File: config.mk
export PLATFORM = sky130hd
export DESIGN_NAME = coincident_trigger_gen_flat
export DESIGN_NICKNAME = d
export VERILOG_FILES = /design/src/rtl/coincident_trigger_gen_if.sv /design/src/rtl/coincident_trigger_gen.sv /design/src/flat_wrapper.sv
export SDC_FILE = /design/constraint.sdc
export NUM_CORES = 1
export LEC_CHECK = 0
export ABC_AREA = 1
export CAP_MARGIN = 20
export CORE_MARGIN = 1
export CORE_UTILIZATION = 55
export DETAILED_ROUTE_END_ITERATION = 10
export PLACE_DENSITY = 0.77
export RECOVER_POWER = 25
export SYNTH_ARGS = -nofsm -noshare
export SYNTH_HDL_FRONTEND = slang
export SYNTH_SLANG_ARGS = --single-unit
File: constraint.sdc
create_clock -name clk -period 4 [get_ports clk]
set_clock_uncertainty 0.05 [all_clocks]
set_input_delay 0.8 -clock clk [delete_from_list [all_inputs] [get_ports clk]]
set_output_delay 0.8 -clock clk [all_outputs]
set_load 0.01 [all_outputs]
File: src/rtl/coincident_trigger_gen_if.sv
// Control/config and trigger bundle for coincident_trigger_gen.
// COINCIDENT_TRIG_COUNT_EN adds the coinc_count observation port.
interface coincident_trigger_gen_if #(
  parameter int CHANNELS = 2,
  parameter int CNT_W    = 8,
  parameter int BURST_W  = 16
);
  logic                start;
  logic                stop;
  logic [CNT_W-1:0]    half_period;
  logic [CNT_W-1:0]    skew;
  logic [1:0]          mode;
  logic [BURST_W-1:0]  burst_len;
  logic [CHANNELS-1:0] trig;
  logic                coinc;
  logic                busy;
  logic                done;
`ifdef COINCIDENT_TRIG_COUNT_EN
  logic [15:0]         coinc_count;

  modport master (
    output start, stop, half_period, skew, mode, burst_len,
    input  trig, coinc, busy, done, coinc_count
  );
  modport slave (
    input  start, stop, half_period, skew, mode, burst_len,
    output trig, coinc, busy, done, coinc_count
  );
`else
  modport master (
    output start, stop, half_period, skew, mode, burst_len,
    input  trig, coinc, busy, done
  );
  modport slave (
    input  start, stop, half_period, skew, mode, burst_len,
    output trig, coinc, busy, done
  );
`endif
endinterface

File: src/rtl/coincident_trigger_gen.sv
// Multi-channel square-wave trigger generator with per-channel skew and burst control.
// Optional COINCIDENT_TRIG_COUNT_EN: saturating 16-bit count of coinc cycles per run.
module coincident_trigger_gen #(
  parameter int CHANNELS = 2,
  parameter int CNT_W    = 8,
  parameter int BURST_W  = 16
) (
  input  logic                      clk,
  input  logic                      rst_n,
  coincident_trigger_gen_if.slave   bus
);
  localparam int D_W  = CNT_W + $clog2(CHANNELS);
  localparam int PH_W = BURST_W + 1;
  localparam logic [CNT_W-1:0] CNT_ONE = CNT_W'(1'b1);
  localparam logic [D_W-1:0]   D_ONE   = D_W'(1'b1);
  localparam logic [PH_W-1:0]  PH_ONE  = PH_W'(1'b1);

  typedef enum logic [1:0] {IDLE = 2'd0, RUN = 2'd1, FINISH = 2'd2} state_t;

  state_t              state_r;
  logic [CNT_W-1:0]    hp_r;
  logic [BURST_W-1:0]  bl_r;
  logic [D_W-1:0]      dly_r [CHANNELS];
  logic [CNT_W-1:0]    hp_cnt_r [CHANNELS];
  logic [PH_W-1:0]     phase_r [CHANNELS];
  logic [CHANNELS-1:0] trig_r;
  logic                coinc_r;
  logic                busy_r;
  logic                done_r;

  logic [D_W-1:0]      dly_init_s [CHANNELS];
  logic [D_W-1:0]      dly_nxt_s [CHANNELS];
  logic [CNT_W-1:0]    hp_cnt_nxt_s [CHANNELS];
  logic [PH_W-1:0]     phase_nxt_s [CHANNELS];
  logic [PH_W-1:0]     bl2_s;
  logic [CHANNELS-1:0] trig_nxt_s;
  logic [CHANNELS-1:0] trig_out_s;
  logic                all_done_s;
  logic                start_acc_s;

  function automatic logic multi_toggle(input logic [CHANNELS-1:0] diff);
    logic seen;
    logic multi;
    seen  = 1'b0;
    multi = 1'b0;
    for (int i = 0; i < CHANNELS; i++) begin
      if (diff[i]) begin
        multi = multi | seen;
        seen  = 1'b1;
      end
    end
    return multi;
  endfunction

  assign bl2_s       = {bl_r, 1'b0};
  assign start_acc_s = (state_r == IDLE) && bus.start && !bus.stop;

  // Per-channel start delay from the live skew/mode, captured on start.
  always_comb begin
    for (int i = 0; i < CHANNELS; i++) begin
      case (bus.mode)
        2'd1:    dly_init_s[i] = D_W'(i) * D_W'(bus.skew);
        2'd2:    dly_init_s[i] = D_W'(CHANNELS - 1 - i) * D_W'(bus.skew);
        default: dly_init_s[i] = {D_W{1'b0}};
      endcase
    end
  end

  // Channel counters: phase counts completed half-periods; odd phase means high.
  always_comb begin
    trig_nxt_s = {CHANNELS{1'b0}};
    all_done_s = (bl_r != {BURST_W{1'b0}});
    for (int i = 0; i < CHANNELS; i++) begin
      dly_nxt_s[i]    = dly_r[i];
      hp_cnt_nxt_s[i] = hp_cnt_r[i];
      phase_nxt_s[i]  = phase_r[i];
      if (dly_r[i] != {D_W{1'b0}}) begin
        dly_nxt_s[i] = dly_r[i] - D_ONE;
      end else if ((bl_r != {BURST_W{1'b0}}) && (phase_r[i] == bl2_s)) begin
        phase_nxt_s[i] = phase_r[i];
      end else if (hp_cnt_r[i] == hp_r - CNT_ONE) begin
        hp_cnt_nxt_s[i] = {CNT_W{1'b0}};
        phase_nxt_s[i]  = phase_r[i] + PH_ONE;
      end else begin
        hp_cnt_nxt_s[i] = hp_cnt_r[i] + CNT_ONE;
      end
      trig_nxt_s[i] = phase_nxt_s[i][0] &&
                      ((bl_r == {BURST_W{1'b0}}) || (phase_nxt_s[i] < bl2_s));
      all_done_s    = all_done_s && (phase_nxt_s[i] == bl2_s);
    end
  end

  // Trigger level presented after the next edge.
  always_comb begin
    trig_out_s = {CHANNELS{1'b0}};
    if ((state_r == RUN) && !bus.stop && !all_done_s) begin
      trig_out_s = trig_nxt_s;
    end else begin
      trig_out_s = {CHANNELS{1'b0}};
    end
  end

  // Run-control FSM with registered outputs and channel counter updates.
  always_ff @(posedge clk or negedge rst_n) begin
    if (!rst_n) begin
      state_r <= IDLE;
      hp_r    <= {CNT_W{1'b0}};
      bl_r    <= {BURST_W{1'b0}};
      trig_r  <= {CHANNELS{1'b0}};
      coinc_r <= 1'b0;
      busy_r  <= 1'b0;
      done_r  <= 1'b0;
      for (int i = 0; i < CHANNELS; i++) begin
        dly_r[i]    <= {D_W{1'b0}};
        hp_cnt_r[i] <= {CNT_W{1'b0}};
        phase_r[i]  <= {PH_W{1'b0}};
      end
    end else begin
      trig_r  <= trig_out_s;
      coinc_r <= multi_toggle(trig_out_s ^ trig_r);
      case (state_r)
        IDLE: begin
          done_r <= 1'b0;
          if (start_acc_s) begin
            state_r <= RUN;
            busy_r  <= 1'b1;
            hp_r    <= (bus.half_period == {CNT_W{1'b0}}) ? CNT_ONE : bus.half_period;
            bl_r    <= bus.burst_len;
            for (int i = 0; i < CHANNELS; i++) begin
              dly_r[i]    <= dly_init_s[i];
              hp_cnt_r[i] <= {CNT_W{1'b0}};
              phase_r[i]  <= {PH_W{1'b0}};
            end
          end else begin
            busy_r <= 1'b0;
          end
        end
        RUN: begin
          if (bus.stop) begin
            state_r <= IDLE;
            busy_r  <= 1'b0;
          end else if (all_done_s) begin
            state_r <= FINISH;
            done_r  <= 1'b1;
          end else begin
            for (int i = 0; i < CHANNELS; i++) begin
              dly_r[i]    <= dly_nxt_s[i];
              hp_cnt_r[i] <= hp_cnt_nxt_s[i];
              phase_r[i]  <= phase_nxt_s[i];
            end
          end
        end
        default: begin
          state_r <= IDLE;
          busy_r  <= 1'b0;
          done_r  <= 1'b0;
        end
      endcase
    end
  end

  assign bus.trig  = trig_r;
  assign bus.coinc = coinc_r;
  assign bus.busy  = busy_r;
  assign bus.done  = done_r;

`ifdef COINCIDENT_TRIG_COUNT_EN
  logic [15:0] coinc_count_r;

  // Saturating tally of coincident cycles while a run is active.
  always_ff @(posedge clk or negedge rst_n) begin
    if (!rst_n) begin
      coinc_count_r <= 16'h0000;
    end else if (start_acc_s) begin
      coinc_count_r <= 16'h0000;
    end else if ((state_r != IDLE) && coinc_r && (coinc_count_r != 16'hFFFF)) begin
      coinc_count_r <= coinc_count_r + 16'h0001;
    end else begin
      coinc_count_r <= coinc_count_r;
    end
  end

  assign bus.coinc_count = coinc_count_r;
`endif
endmodule

File: src/flat_wrapper.sv
// flat-port wrapper written by rule: the top's interface ports become plain ports
module coincident_trigger_gen_flat 
#(
  parameter int CHANNELS = 2,
  parameter int CNT_W    = 8,
  parameter int BURST_W  = 16
)
  (clk, rst_n, bus_start, bus_stop, bus_half_period, bus_skew, bus_mode, bus_burst_len, bus_trig, bus_coinc, bus_busy, bus_done);
  coincident_trigger_gen_if #(.CHANNELS(CHANNELS), .CNT_W(CNT_W), .BURST_W(BURST_W)) bus_i ();
  input  logic clk;
  input  logic rst_n;
  input wire logic [$bits(bus_i.start)-1:0] bus_start;
  input wire logic [$bits(bus_i.stop)-1:0] bus_stop;
  input wire logic [$bits(bus_i.half_period)-1:0] bus_half_period;
  input wire logic [$bits(bus_i.skew)-1:0] bus_skew;
  input wire logic [$bits(bus_i.mode)-1:0] bus_mode;
  input wire logic [$bits(bus_i.burst_len)-1:0] bus_burst_len;
  output wire logic [$bits(bus_i.trig)-1:0] bus_trig;
  output wire logic [$bits(bus_i.coinc)-1:0] bus_coinc;
  output wire logic [$bits(bus_i.busy)-1:0] bus_busy;
  output wire logic [$bits(bus_i.done)-1:0] bus_done;
  assign bus_i.start = bus_start;
  assign bus_i.stop = bus_stop;
  assign bus_i.half_period = bus_half_period;
  assign bus_i.skew = bus_skew;
  assign bus_i.mode = bus_mode;
  assign bus_i.burst_len = bus_burst_len;
  assign bus_trig = bus_i.trig;
  assign bus_coinc = bus_i.coinc;
  assign bus_busy = bus_i.busy;
  assign bus_done = bus_i.done;
  coincident_trigger_gen #(.CHANNELS(CHANNELS), .CNT_W(CNT_W), .BURST_W(BURST_W)) u_core (.clk(clk), .rst_n(rst_n), .bus(bus_i));
endmodule
* After elaboration in Yosys (flattened, before gate mapping)
Index checks and enable logic that the tools add are counted.
** Storage, ports and cells
- Output and inout bits :: 5
- Bits in registers :: 99
** Cells by class
- Eq/ne operators :: 21
- Add/subtract/negate cells :: 7
- $lt $le $gt $ge :: 2
- Bitwise gates (word level) :: 1
- Multiplexer cells :: 42
- Reduce and logical (&&, ||, !) cells :: 29
** Operator list (number)
- $mux 17 :: 6
- $mux 34 :: 3
- $mux 8 :: 9
- $eq 17x17->1 :: 4
- $pmux 34 s2 :: 1
- $mux 18 :: 3
- $mux 16 :: 3
- $pmux 18 s2 :: 1
- $add 17x1->17 const B :: 2
- $lt 17x17->1 :: 2
- $pmux 16 s2 :: 1
- $mux 9 :: 2
- $reduce_bool 9->1 :: 2
- $sub 9x1->9 const B :: 2
- $add 8x1->8 const B :: 2
- $eq 8x8->1 :: 2
- $logic_not 16->1 :: 1
- $reduce_bool 16->1 :: 1
- $ne 2x2->1 const B :: 7
- $reduce_and 6->1 :: 2
- $logic_and 1x1->1 :: 10
- $reduce_and 5->1 :: 2
- $logic_not 8->1 :: 1
- $mux 2 :: 4
- other kinds (15) :: 29

* Logic depth before layout (Yosys ltp)
- Word-level depth :: 14
- Mapped depth :: 28

* Worst setup path before layout
Ideal clock, no wire load.
- Path kind :: flip-flop to flip-flop
- Start point :: register u_core.hp_r[0]
- End point :: register u_core.dly_r[11] (netlist bit)
- Buffers on the path :: 2
- Library setup time :: 0.118 ns
- Arrival :: 3.365 ns
- Data required time :: 3.832 ns
- Stages on the path, launching flop included :: 26
- Period minus slack after synthesis :: 3.533 ns
- Setup slack :: 0.467 ns
- Cells stage by stage :: dfrtp_1 inv_2 ha_1 nand2_1 nand3_1 nand2_1 nor2_1 nand3_1 a21oi_2 nand3_4 nor2_8 nand2_1 nor2_1 xor2_1 ha_1 nand2_1 nor2_1 nand4_1 nor3b_1 nand4_1 nor2_4 nand3_4 buf_6 buf_6 nand4_1 nand2_1
** On the way
- Longest elaborated chain between the ends :: 10
- Elaborated cells on any way between the ends :: 15
- Classes of those cells :: 1 x add/sub; 5 x eq/ne; 6 x mux; 3 x reduce/logical
** RTL lines
- start: declaration :: line coincident_trigger_gen.sv:21 : logic [CNT_W-1:0] hp_r;
- start signal: assignment :: line coincident_trigger_gen.sv:107 : hp_r <= {CNT_W{1'b0}};
- start signal: assignment :: line coincident_trigger_gen.sv:127 : hp_r <= (bus.half_period == {CNT_W{1'b0}}) ? CNT_ONE : bus.half_period;
- $sub 8x1->8 (*) :: line coincident_trigger_gen.sv:81 : end else if (hp_cnt_r[i] == hp_r - CNT_ONE) begin
- $eq 8x8->1 :: line coincident_trigger_gen.sv:81
- $mux 17 :: line coincident_trigger_gen.sv:81
- $mux 17 :: line coincident_trigger_gen.sv:79 : end else if ((bl_r != {BURST_W{1'b0}}) && (phase_r[i] == bl2_s)) begin
- $mux 17 :: line coincident_trigger_gen.sv:77 : if (dly_r[i] != {D_W{1'b0}}) begin
- $eq 17x17->1 :: line coincident_trigger_gen.sv:89 : all_done_s = all_done_s && (phase_nxt_s[i] == bl2_s);
- $logic_and 1x1->1 :: line coincident_trigger_gen.sv:89
- $logic_and 1x1->1 (*) :: line coincident_trigger_gen.sv:89
- $ne 2x2->1 (no line) (*)
- $reduce_and 5->1 (no line) (*)
- end signal: indexed assignment :: line coincident_trigger_gen.sv:114 : dly_r[i] <= {D_W{1'b0}};
- end signal: indexed assignment :: line coincident_trigger_gen.sv:130 : dly_r[i] <= dly_init_s[i];
- end signal: indexed assignment :: line coincident_trigger_gen.sv:147 : dly_r[i] <= dly_nxt_s[i];
- end: declaration :: line coincident_trigger_gen.sv:23 : logic [D_W-1:0] dly_r [CHANNELS];
Every way passes the cells marked *; elsewhere a longest branch is shown, timed or not.
A chain may end at the register's enable or synchronous reset.

* Final worst setup path
- Start point :: register u_core.phase_r[19] (netlist bit)
- End point :: register u_core.phase_r[21] (netlist bit)
** On the way
- Longest elaborated chain between the ends :: 9
- Elaborated cells on any way between the ends :: 14
- Classes of those cells :: 1 x add/sub; 3 x eq/ne; 6 x mux; 4 x reduce/logical
** RTL lines
- start: declaration :: line coincident_trigger_gen.sv:25 : logic [PH_W-1:0] phase_r [CHANNELS];
- start signal: indexed assignment :: line coincident_trigger_gen.sv:116 : phase_r[i] <= {PH_W{1'b0}};
- start signal: indexed assignment :: line coincident_trigger_gen.sv:132 : phase_r[i] <= {PH_W{1'b0}};
- start signal: indexed assignment :: line coincident_trigger_gen.sv:149 : phase_r[i] <= phase_nxt_s[i];
- $add 17x1->17 or $eq 17x17->1 (tied branches) :: line coincident_trigger_gen.sv:83, coincident_trigger_gen.sv:79
- $mux 17 or $logic_and 1x1->1 (tied branches) :: line coincident_trigger_gen.sv:81, coincident_trigger_gen.sv:79
- $mux 17 :: line coincident_trigger_gen.sv:79
- $mux 17 (*) :: line coincident_trigger_gen.sv:77
- $eq 17x17->1 :: line coincident_trigger_gen.sv:89
- $logic_and 1x1->1 (2 in series) :: line coincident_trigger_gen.sv:89
- $ne 2x2->1 (no line)
- $reduce_and 4->1 (no line)
Every way passes the cells marked *; elsewhere a longest branch is shown, timed or not. The select of a mux whose other input is x is not followed.

==> run metrics <==
Most common cell on crit path=nand2_1; DIE AREA=between 0.01 and 0.015 sq mm; Required @ worst endpoint=4.23 ns; TritonRoute pass-1 iters=5; routed len/inst=16.1 microns; top cells by count, synth=nand2_1 (320), inv_1 (137), nor2_1 (111), dfrtp_1 (99), nand3_1 (95); largest family of logic cells by synthesized area=simple AND/OR/NAND/NOR gates; Worst VDD drop=between 0.2 and 0.3 mV; htree depth=3; Longest Clk Path Bufs=2; Cell Count, Final, Fillers Out=1450; Yosys warnings=0; CTS Root Cell=clkbuf_16; total CTS buffers=9; setup ws final=-0.0667 ns; Leakage=between 0.004 and 0.005 uW; Critical Path Sink Type=flip-flop; Post-Synth Adder-Cell Area=under 10%; Final Hold Vio Count=0; Starting DRT DRC Count=708; area of the multi-input gates=0.00507 sq mm; most area-hungry cell type in the Yosys netlist=dfrtp_1; Antenna diodes=0; Filler Cells Inserted=1137; global route total overflow=0; CP Max Fanout=6; FP Rows=43; largest net degree at the start of global routing=84; Arr. time, crit path=4.30 ns; CP peak stage delay=0.44 ns; first-pass GRT wire length=36.1 mm; failing checks=max-capacitance violations, max-slew violations, negative setup slack; pwr/cell area=between 400 and 500 mW/mm^2; final setup fails=47; count leader, synth=nand2_1; minimum clock period=slightly above 4 ns; Worst Reg2Reg Path Length in Cells=27; Skew-Pair Late Insertion Delay=approximately 0.37 ns; Initial Util=56.6%; Routed Antenna Nets=0; GP Congestion=0.981; initial antenna violation count=0; vias=around 8400; mean post-synth cell area=6.81 sq um; RSZ-0062 raised after global routing=true; Via density=5.76; simple-gate share of the synthesized area=37.6%; CP max-delay cell=dfrtp_1; final worst-path cycle share=102%; top cells by area, synth=dfrtp_1 (31%), nand2_1 (15%), inv_1 (6.5%); Post-Synth XOR/XNOR Area=6.92%; run status=finished, violations left; worst min-delay path category=flip-flop to flip-flop; #FFs+latches synth=99; vias in the first global route=approximately 7700; Worst Setup Path Type=flip-flop to flip-flop; Tot GR Track Use=30.9%; Slew HR=-61.6%; Cells after Synth=1163; Final nets=1342; hold depth=2; ys async rst share=100%; max cap viols=1; post-placement worst setup slack=-0.171 ns; placed wire-length estimate=~16 mm; post-synthesis net count=1240; hold bufs inserted after CTS=0; Buffers on Ports=42; I/O pin count=43; Yosys top cell area share=31.3%; Worst-path clk slew=0.07 ns; dominant synthesized flop cell=dfrtp_1; DRC=0; Startpoint Class=flip-flop; Clock Sinks=between 90 and 100; count of different cell masters after synthesis=45; Synth Cell Area=0.00792 sq mm; register area=0.00248 sq mm; mux share of post-synthesis cell area=0%; flop-to-flop setup slack=-0.07 ns; Chip Width=122 microns; Slew Limit Fails=between 40 and 50; core region area=roughly 0.014 sq mm; Final Power=4190 uW; Die Span Y=between 100 and 150 microns; TritonCTS clock tree=built; Worst Tran Pin Value=2.42 ns; Area growth syn-to-layout=24.2%; Routed WL=23.3 mm; dpl cells=approximately 1400; register area share after synthesis=31.3%; number of flops mapped to enable cells by yosys=0; fmax=246 MHz; layout cell share with drive strength beyond 1=15.0%; Setup TNS Final=-1.30 ns; Synth Area in Compound Gates=8.41%
==> critical path, delay by kind of cell, from the launching register on <==
family	cells	cell delay [ns]
XOR/XNOR	1	0.17
AO/OA/AOI/OAI	1	0.13
buffers and inverters	5	0.54
flip-flops	1	0.44
adder cells (fa/ha/maj)	1	0.27
AND/OR/NAND/NOR	19	2.37
==> cell type report <==
| type | instances | share of cell area, % |
|---|---|---|
| Tap cell | 180 | 2.29 |
| Clock buffer | 11 | 2.37 |
| Inverter | 147 | 5.71 |
| Sequential cell | 99 | 25.2 |
| Clock inverter | 5 | 0.789 |
| Timing Repair Buffer | 124 | 12.1 |
| Multi-Input combinational cell | 884 | 51.5 |
==> worst paths after layout <==
| kind | from | endpoint |
|---|---|---|
| max | u_core.phase_r[19]$_DFFE_PN0P_ | u_core.phase_r[21]$_DFFE_PN0P_ |
| min | u_core.bus.busy$_DFFE_PN0P_ | u_core.bus.busy$_DFFE_PN0P_ |
| max reg2reg | u_core.phase_r[19]$_DFFE_PN0P_ | u_core.phase_r[21]$_DFFE_PN0P_ |
| min reg2reg | u_core.bus.busy$_DFFE_PN0P_ | u_core.bus.busy$_DFFE_PN0P_ |
| max in group asynchronous | rst_n | u_core.bl_r[6]$_DFFE_PN0P_ |
| min in group asynchronous | rst_n | u_core.hp_r[0]$_DFFE_PN0P_ |
==> placed cells by master, fill, tap and decap left out, types with 3 or more instances in the layout <==
master and count:
a21oi_1 47, a31oi_1 3, nand3_2 10, o21ai_0 41
buf_12 3, ha_1 32, nand2_2 15, nor3_2 4
xnor2_1 17, o21ai_1 18, nor4_1 4, inv_2 9
nand2_1 309, clkinv_1 3, dfrtp_1 99, buf_6 9
nand3_1 87, nand4_1 59, clkdlybuf4s50_1 41, o22ai_1 6
clkbuf_1 3, ha_4 6, nor2_4 8, o21ai_2 3
nor3_1 23, nand2_4 4, nand3_4 6, xor2_2 7
buf_4 65, nor2_1 103, inv_1 133, clkbuf_16 13
xor2_1 36, nor2_2 8
==> sequential cells by signal (all words and copies together) (netlist names) <==
signal            cells
u_core.bus.coinc      1
u_core.bus.busy       1
u_core.bus.done       1
u_core.bus.trig       2
u_core.dly_r         18
u_core.bl_r          16
u_core.state_r        2
u_core.hp_cnt_r      16
u_core.phase_r       34
u_core.hp_r           8
==> metal layers <==
metal	wire length (microns)	GRT usage (%)	vias to the layer above
met4	1160	14.4	0
li1	-	-	3992
met1	9280	38.2	3901
met2	11400	52.4	351
met5	0	0	-
met3	1450	5.01	107
==> timing repair <==
item / CTS / global route
pin swaps: 10 / 31
endpoints found under the setup margin: 70 / 72
resized for setup: 14 / 72
gates cloned: 2 / 5
buffers inserted: 4 / 8
==> report_power, final <==
group	total (uW)	leakage, uW	internal [uW]	switching [uW]
clock	946	0.000150	547	400
sequential	1360	0.00129	1160	197
combinational	1890	0.00345	766	1120
total	4190	0.00489	2470	1720
==> metrics by stage <==
step                hold WS (ns)  instance area, sq um  util (%)
floorplan                  0.414                  7920         -
global placement           0.409                  8880      63.5
detailed placement         0.412                  8890      63.6
CTS                        0.402                  9340      66.7
global route               0.441                  9830      70.3
finish                     0.423                  9830      70.3
==> logic make-up (layout without fill, tap and decap cells) <==
logic type,Yosys count,after routing
xor gates and xnor gates,61,61
AOI/OAI and AO/OA,126,126
buffers and inverters,182,287
adders and majority gates,39,39
DFF,99,99
and+or+nand+nor,656,658
Note: power is estimated with default switching activity, not from simulation.
